File: src/rtl/multi_race_arbiter.sv
// multi_race_arbiter: per-channel race between two asynchronous arrival paths,
// decided over a bounded window and returned through a valid/ready handshake.
module multi_race_arbiter #(
   parameter int N_CH        = 8,
   parameter int TIMEOUT_CYC = 200,
   parameter int CNT_W       = 16
) (
   input  logic              clk,
   input  logic              rst_n,
   input  logic              start,
   input  logic [N_CH-1:0]   finished_a,
   input  logic [N_CH-1:0]   finished_b,
   output logic              busy,
   output logic              resp_valid,
   input  logic              resp_ready,
   output logic [N_CH-1:0]   response,
   output logic [N_CH-1:0]   tie,
   output logic [N_CH-1:0]   timeout,
   output logic [CNT_W-1:0]  race_cycles
);
   typedef enum logic [1:0] {IDLE, RACE, DONE} state_t;
   localparam logic [CNT_W-1:0] T_MAX = CNT_W'(TIMEOUT_CYC);
   state_t state_q, state_d;
   logic [N_CH-1:0] a_meta_q, a_meta_d, a_sync_q, a_sync_d;
   logic [N_CH-1:0] b_meta_q, b_meta_d, b_sync_q, b_sync_d;
   logic [N_CH-1:0] dec_q, dec_d, resp_q, resp_d, tie_q, tie_d, to_q, to_d;
   logic [N_CH-1:0] newly;
   logic [CNT_W-1:0] cnt_q, cnt_d;
   always_comb begin
      a_meta_d = finished_a;
      a_sync_d = a_meta_q;
      b_meta_d = finished_b;
      b_sync_d = b_meta_q;
      state_d  = state_q;
      dec_d    = dec_q;
      resp_d   = resp_q;
      tie_d    = tie_q;
      to_d     = to_q;
      cnt_d    = cnt_q;
      newly    = '0;
      case (state_q)
         IDLE: if (start) begin
            dec_d   = '0;
            resp_d  = '0;
            tie_d   = '0;
            to_d    = '0;
            cnt_d   = '0;
            state_d = RACE;
         end
         RACE: begin
            cnt_d  = (cnt_q == T_MAX) ? cnt_q : cnt_q + 1'b1;
            newly  = ~dec_q & (a_sync_q | b_sync_q);
            resp_d = resp_q | (newly & a_sync_q);
            tie_d  = tie_q | (newly & a_sync_q & b_sync_q);
            dec_d  = dec_q | newly;
            // decisions taken this cycle count before the timeout sweeps the rest
            if (&dec_d) state_d = DONE;
            else if (cnt_d == T_MAX) begin
               to_d    = ~dec_d;
               dec_d   = '1;
               state_d = DONE;
            end
         end
         DONE: if (resp_ready) state_d = IDLE;
         default: state_d = IDLE;
      endcase
   end
   always_ff @(posedge clk or negedge rst_n) begin
      if (!rst_n) begin
         state_q  <= IDLE;
         a_meta_q <= '0;
         a_sync_q <= '0;
         b_meta_q <= '0;
         b_sync_q <= '0;
         dec_q    <= '0;
         resp_q   <= '0;
         tie_q    <= '0;
         to_q     <= '0;
         cnt_q    <= '0;
      end else begin
         state_q  <= state_d;
         a_meta_q <= a_meta_d;
         a_sync_q <= a_sync_d;
         b_meta_q <= b_meta_d;
         b_sync_q <= b_sync_d;
         dec_q    <= dec_d;
         resp_q   <= resp_d;
         tie_q    <= tie_d;
         to_q     <= to_d;
         cnt_q    <= cnt_d;
      end
   end
   assign busy        = state_q != IDLE;
   assign resp_valid  = state_q == DONE;
   assign response    = resp_q;
   assign tie         = tie_q;
   assign timeout     = to_q;
   assign race_cycles = cnt_q;
endmodule

File: config.mk
export PLATFORM = sky130hd
export DESIGN_NAME = multi_race_arbiter
export DESIGN_NICKNAME = d
export VERILOG_FILES = /design/src/rtl/multi_race_arbiter.sv
export SDC_FILE = /design/constraint.sdc
export NUM_CORES = 1
export LEC_CHECK = 0
export BUFFER_PORTS_ARGS = -buffer_cell sky130_fd_sc_hd__buf_2
export CORE_ASPECT_RATIO = 0.8
export CORE_MARGIN = 2
export CORE_UTILIZATION = 36
export DETAILED_ROUTE_END_ITERATION = 10
export SYNTH_ARGS = -nofsm -noshare
export SYNTH_HDL_FRONTEND = slang
export SYNTH_SLANG_ARGS = --single-unit
File: constraint.sdc
create_clock -name clk -period 2.6 [get_ports clk]
set_input_delay 0.52 -clock clk [delete_from_list [all_inputs] [get_ports clk]]
set_output_delay 0.52 -clock clk [all_outputs]
set_load 0.005 [all_outputs]
---- Yosys cells after proc, flatten, opt, wreduce, memory -nomap -nowiden ----
Index checks and enable logic that the tools add are counted.
W data, S select, Z words.
operators by class
  add/sub/neg operators ................... 1
  multipliers ............................. 0
  div/mod/pow operators ................... 0
  $lt $le $gt $ge ......................... 0
  equal/unequal tests ..................... 9
  shifts and indexed selects .............. 0
  multiplexer cells ....................... 17
  bitwise operators ....................... 9
  reductions and logical operators ........ 7
operators with widths
  kind                     number
  $pmux W8 S2              4
  $mux W8                  5
  $eq A16 B8 Y1 const B    2
  $mux W16                 2
  $or A8 B8 Y8             4
  $pmux W16 S2             1
  $and A8 B8 Y8            3
  $add A16 B1 Y16 const B  1
  $not A8 Y8               2
  $mux W2                  4
  $reduce_and A8 Y1        1
  $ne A2 B2 Y1 const B     3
  $pmux W2 S3              1
  $reduce_and A4 Y1        1
  $reduce_bool A2 Y1       2
  $ne A3 B3 Y1 const B     1
  $reduce_and A3 Y1        1
  $eq A2 B1 Y1 const B     1
  $eq A2 B2 Y1 const B     1
  $logic_not A2 Y1         1
  $ne A2 B1 Y1 const B     1
  $reduce_and A2 Y1        1
word-level totals
  flip-flop bits (word level) ............. 82
  latch bits .............................. 0
  bits in writable memories ............... 0
  memory bits (read-only) ................. 0
  bits of input ports ..................... 20
  output and inout bits ................... 42
  logic and storage cells ................. 53
  memories ................................ 0

---- Depth between registers and ports, before layout ----
  word-level depth ........................ 7
  depth in mapped cells ................... 9
  mapped depth without buffers ............ 8

---- Least setup slack after synthesis ----
Ideal clock, no wire load.
  path kind ............................... register to register
  start point ............................. register cnt_q[0] (netlist: race_cycles[0])
  end point ............................... register to_q[0] (netlist: timeout[0])
  setup time .............................. 0.079 ns
  data arrival time ....................... 2.328 ns
  required time ........................... 2.521 ns
  path slack .............................. 0.193 ns
  stages on the path, launching flop included .. 10
  path buffers ............................ 2
  period minus slack after synthesis ...... 2.407 ns
  cell sequence ........................... dfrtp_1 ha_1 buf_2 nand4_1 or4b_2 o311a_1 nor2b_1 and4_4 buf_8 mux2i_1
on the way
  cells in the longest elaborated chain, start to end .. 5
  elaborated cells on any way between the ends .. 6
  those cells by class .................... 1 x add/sub; 3 x eq/ne; 1 x mux; 1 x reduce/logical
ends and longest elaborated chain
  element                                                  line  source
  start, declared                                          28    logic [CNT_W-1:0] cnt_q, cnt_d;
  start signal, assigned                                   90    cnt_q <= cnt_d;
  $add A16 B1 Y16 / $eq A16 B8 Y1 (equally long branches)  51    cnt_d = (cnt_q == T_MAX) ? cnt_q : cnt_q + 1'b1;
  $mux W16 (*)                                             51
  $eq A16 B8 Y1 (*)                                        58    else if (cnt_d == T_MAX) begin
  $ne A2 B2 Y1 (no line) (*)                               -
  $reduce_and A4 Y1 (no line) (*)                          -
  end signal, assigned                                     89    to_q <= to_d;
  end, declared                                            26    logic [N_CH-1:0] dec_q, dec_d, resp_q, resp_d, tie_q, tie_d, to_q, to_d;
Every way passes the cells marked *; elsewhere a longest branch is shown, timed or not.
A chain may end at the register's enable or synchronous reset.

---- Final worst setup path ----
  start point ............................. register cnt_q[0] (netlist: race_cycles[0])
  end point ............................... register to_q[6] (netlist: timeout[6])
Same word-level chain as after synthesis.

==> flow_summary.toml <==
[placement]
hpwl_um = 5370
gp_congestion = 0.891
dpl-instance-area_um2 = 3980
port_buffers = 61

[grt]
grt_max_degree = 55
grt_pass1_vias = 2653
antenna_found_initial = 0
grt_pass1_wl_um = 13500
grt.total_usage_pct = 16.8
grt-ovfl-total = 0

[cells_and_area]
syn_to_final_growth_pct = 24.7
n_antenna_cell = 0
nets = 408
fin_area_um2 = 4340
drive_gt1_share_pct = 28.7

[floorplanning]
core_um2 = 9530
row_count = 32
dieArea_um2 = 10500
dieWidth_um = 114
start_util_pct = 36.6
fp.dieH_um = 92.0
io_pins = 62

[critical_path]
cp-start-kind = "flip-flop"
cp.arrival_ns = 2.69
worstPathRequired_ns = 2.86
worstPathMaxFanout = 9
crit_path_max_incr_delay_ns = 0.47
end_kind = "flip-flop"
path_buf_inv = 1
cp_cell_sequence = "inv_1 -> ha_1 -> and4bb_2 -> nand4_1 -> nor2b_1 -> a2111oi_4 -> and4_4 -> mux2i_1"
cpMaxStageDelayCell = "dfrtp_2"
path_delay_family = "simple AND/OR/NAND/NOR gates"
worst-setup-path-type = "flip-flop to flip-flop"

[power]
p_leak_nw = 2.00
p_sw_mw = 1.29
combPwrFrac_pct = 27.1
power_density_nw_per_um2 = 932
peakVddDrop_uv = 597
pwr-share-seq_pct = 41.3
clockPowerShare_pct = 31.6
swShare_pct = 31.9
p_int_mw = 2.76

[sta]
skew_ns = 0.00985
fin_crit_ns = 2.43
whs_ns = 0.216
worst_slew_pin_slew_ns = 0.691
hold_viol = 0
slew_violations = 0
max-slew-margin-rel_pct = 53.9
finalSetupViolCount = 0
fin_crit_sh_pct = 93.6
fmax_ghz = 0.411

[synthesis]
yosysMostFrequentCell = "dfrtp_1"
ys_seq_area_share_pct = 58.9
synth_common_cells = "dfrtp_1 (82), nand2_1 (32), o21ai_0 (25)"
synthCells = 313
yosys.cell_types.count = 51
synth_top_area_share_pct = 58.9
ys_ff_latch = 82
yosysWarnings = 0
synth_top_flop_cell = "dfrtp_1"
synth.cell_area_um2 = 3480
syn_nets = 335
synthArstFlopShare_pct = 100
synth_edf_count = 0
postSynthAreaPerCell_um2 = 11.1
yosys.area.top_type = "dfrtp_1"
synthTopCellsByArea = "dfrtp_1 (59%), o21ai_0 (3.6%), nand2_1 (3.4%), a22o_1 (2.5%), mux2i_1 (2.3%)"

[cts]
cts_tree = "yes"
worst_skew_pair.late_latency_ns = 0.34
clock_sinks = 82
cts_buffers = 9
htreeDepth = 3
cts.clk_slew.worst_paths_ns = 0.06
hold_buffers = 0
cts_root_buf = "clkbuf_16"
clock_path_buffers = 2

[outcome]
status = "completed"

[route]
vias = 2747
drtIter0Drc = 184
wl_um = 8400
drc = 0
drtAntennaViolNets = 0
drt_pass1_iterations = 4
wl_per_cell_um = 16.5
viasPerCell = 5.40

[job]
maxCapViolCount = 0

[hold_path]
hold_class = "primary input to async pin"
==> worst paths after layout <==
kind | endpoint | from | cells after the start | slack, ns
worst min register to register | a_sync_q[3] | a_meta_q[3] | 0 | 0.34
worst max-delay path | timeout[6] | race_cycles[0] | 8 | 0.17
worst max register to register | timeout[6] | race_cycles[0] | 8 | 0.17
min in group clk | a_meta_q[7] | finished_a[7] | 1 | 0.28
worst min-delay path | race_cycles[9] | rst_n | 1 | 0.22
max in group asynchronous | race_cycles[1] | rst_n | 2 | 1.76
==> through the flow <==
stage | cells | util, % | power (mW) | setup TNS [ns] | worst slack (ns)
6_report | 509 | 45.6 | 4.05 | 0 | 0.168
4_1_cts | 505 | 44.9 | 4.03 | 0 | 0.0983
5_1_grt | 509 | 45.6 | 4.30 | -0.00147 | -0.00147
3_5_place_dp | 490 | 41.8 | 2.72 | 0 | 0.105
2_1_floorplan | 313 | - | 2.29 | 0 | 0.193
3_3_place_gp | 490 | 41.8 | 2.70 | 0 | 0.180
==> power groups by stage <==
stage,logic [mW],registers (mW),clock network (mW)
after detailed placement,1.04,1.69,0
after floorplan,0.618,1.67,0
after global placement,1.02,1.68,0
final,1.10,1.67,1.28
after global routing,1.22,1.71,1.38
after CTS,1.04,1.67,1.32
==> cells by family (layout without fill, tap and decap cells) <==
family          count (synthesis)  count (layout)  synth area share (%)
simple gates                  112             113                  18.5
fa+ha+maj                       2               2                 0.718
flops                          82              82                  58.9
mux                             8               8                  2.30
compound gates                 80              80                  15.3
xor+xnor                        4               4                  1.01
buf+inv                        25             101                  3.38
==> metal layers <==
metal | track usage, % | vias up | wire length, µm
met5 | 0 | - | 0
met3 | 5.49 | 9 | 429
met4 | 6.81 | 0 | 125
met2 | 23.8 | 69 | 3800
li1 | - | 1287 | -
met1 | 23.7 | 1382 | 4050
==> sequential cells by signal, summed over array words and instances, names as in the netlist, 8 cells and up <==
signal,flops
tie,8
b_sync_q,8
a_sync_q,8
dec_q,8
b_meta_q,8
race_cycles,16
response,8
timeout,8
a_meta_q,8
==> what timing repair did <==
| action | CTS | global route |
|---|---|---|
| endpoints found under the setup margin | 0 | 8 |
| endpoints found under the hold margin | 0 | 0 |
| buffers inserted | 0 | 3 |
| resized for setup | 0 | 7 |
==> placed cells by master, fill, tap and decap left out, types with 5 or more instances in the layout <==
master	instances
nand2_1	32
buf_2	60
dfrtp_1	79
a21oi_1	12
o21ai_0	25
a22o_1	10
nor3b_1	9
nor3_1	11
nor2_1	13
buf_4	20
inv_1	5
o21a_1	9
mux2i_1	8
clkbuf_16	9
nand4_1	10
o31ai_1	6
==> area by class of cell <==
| cell class | instances | area (µm²) |
|---|---|---|
| fill | 924 | 5180 |
| clock inverter | 5 | 61.3 |
| timing repair buffer | 81 | 470 |
| inverter | 5 | 18.8 |
| sequential | 82 | 2060 |
| clock buffer | 10 | 239 |
| tap | 119 | 149 |
| multi-input combinational | 207 | 1350 |
Power figures use the tool's default switching activity.
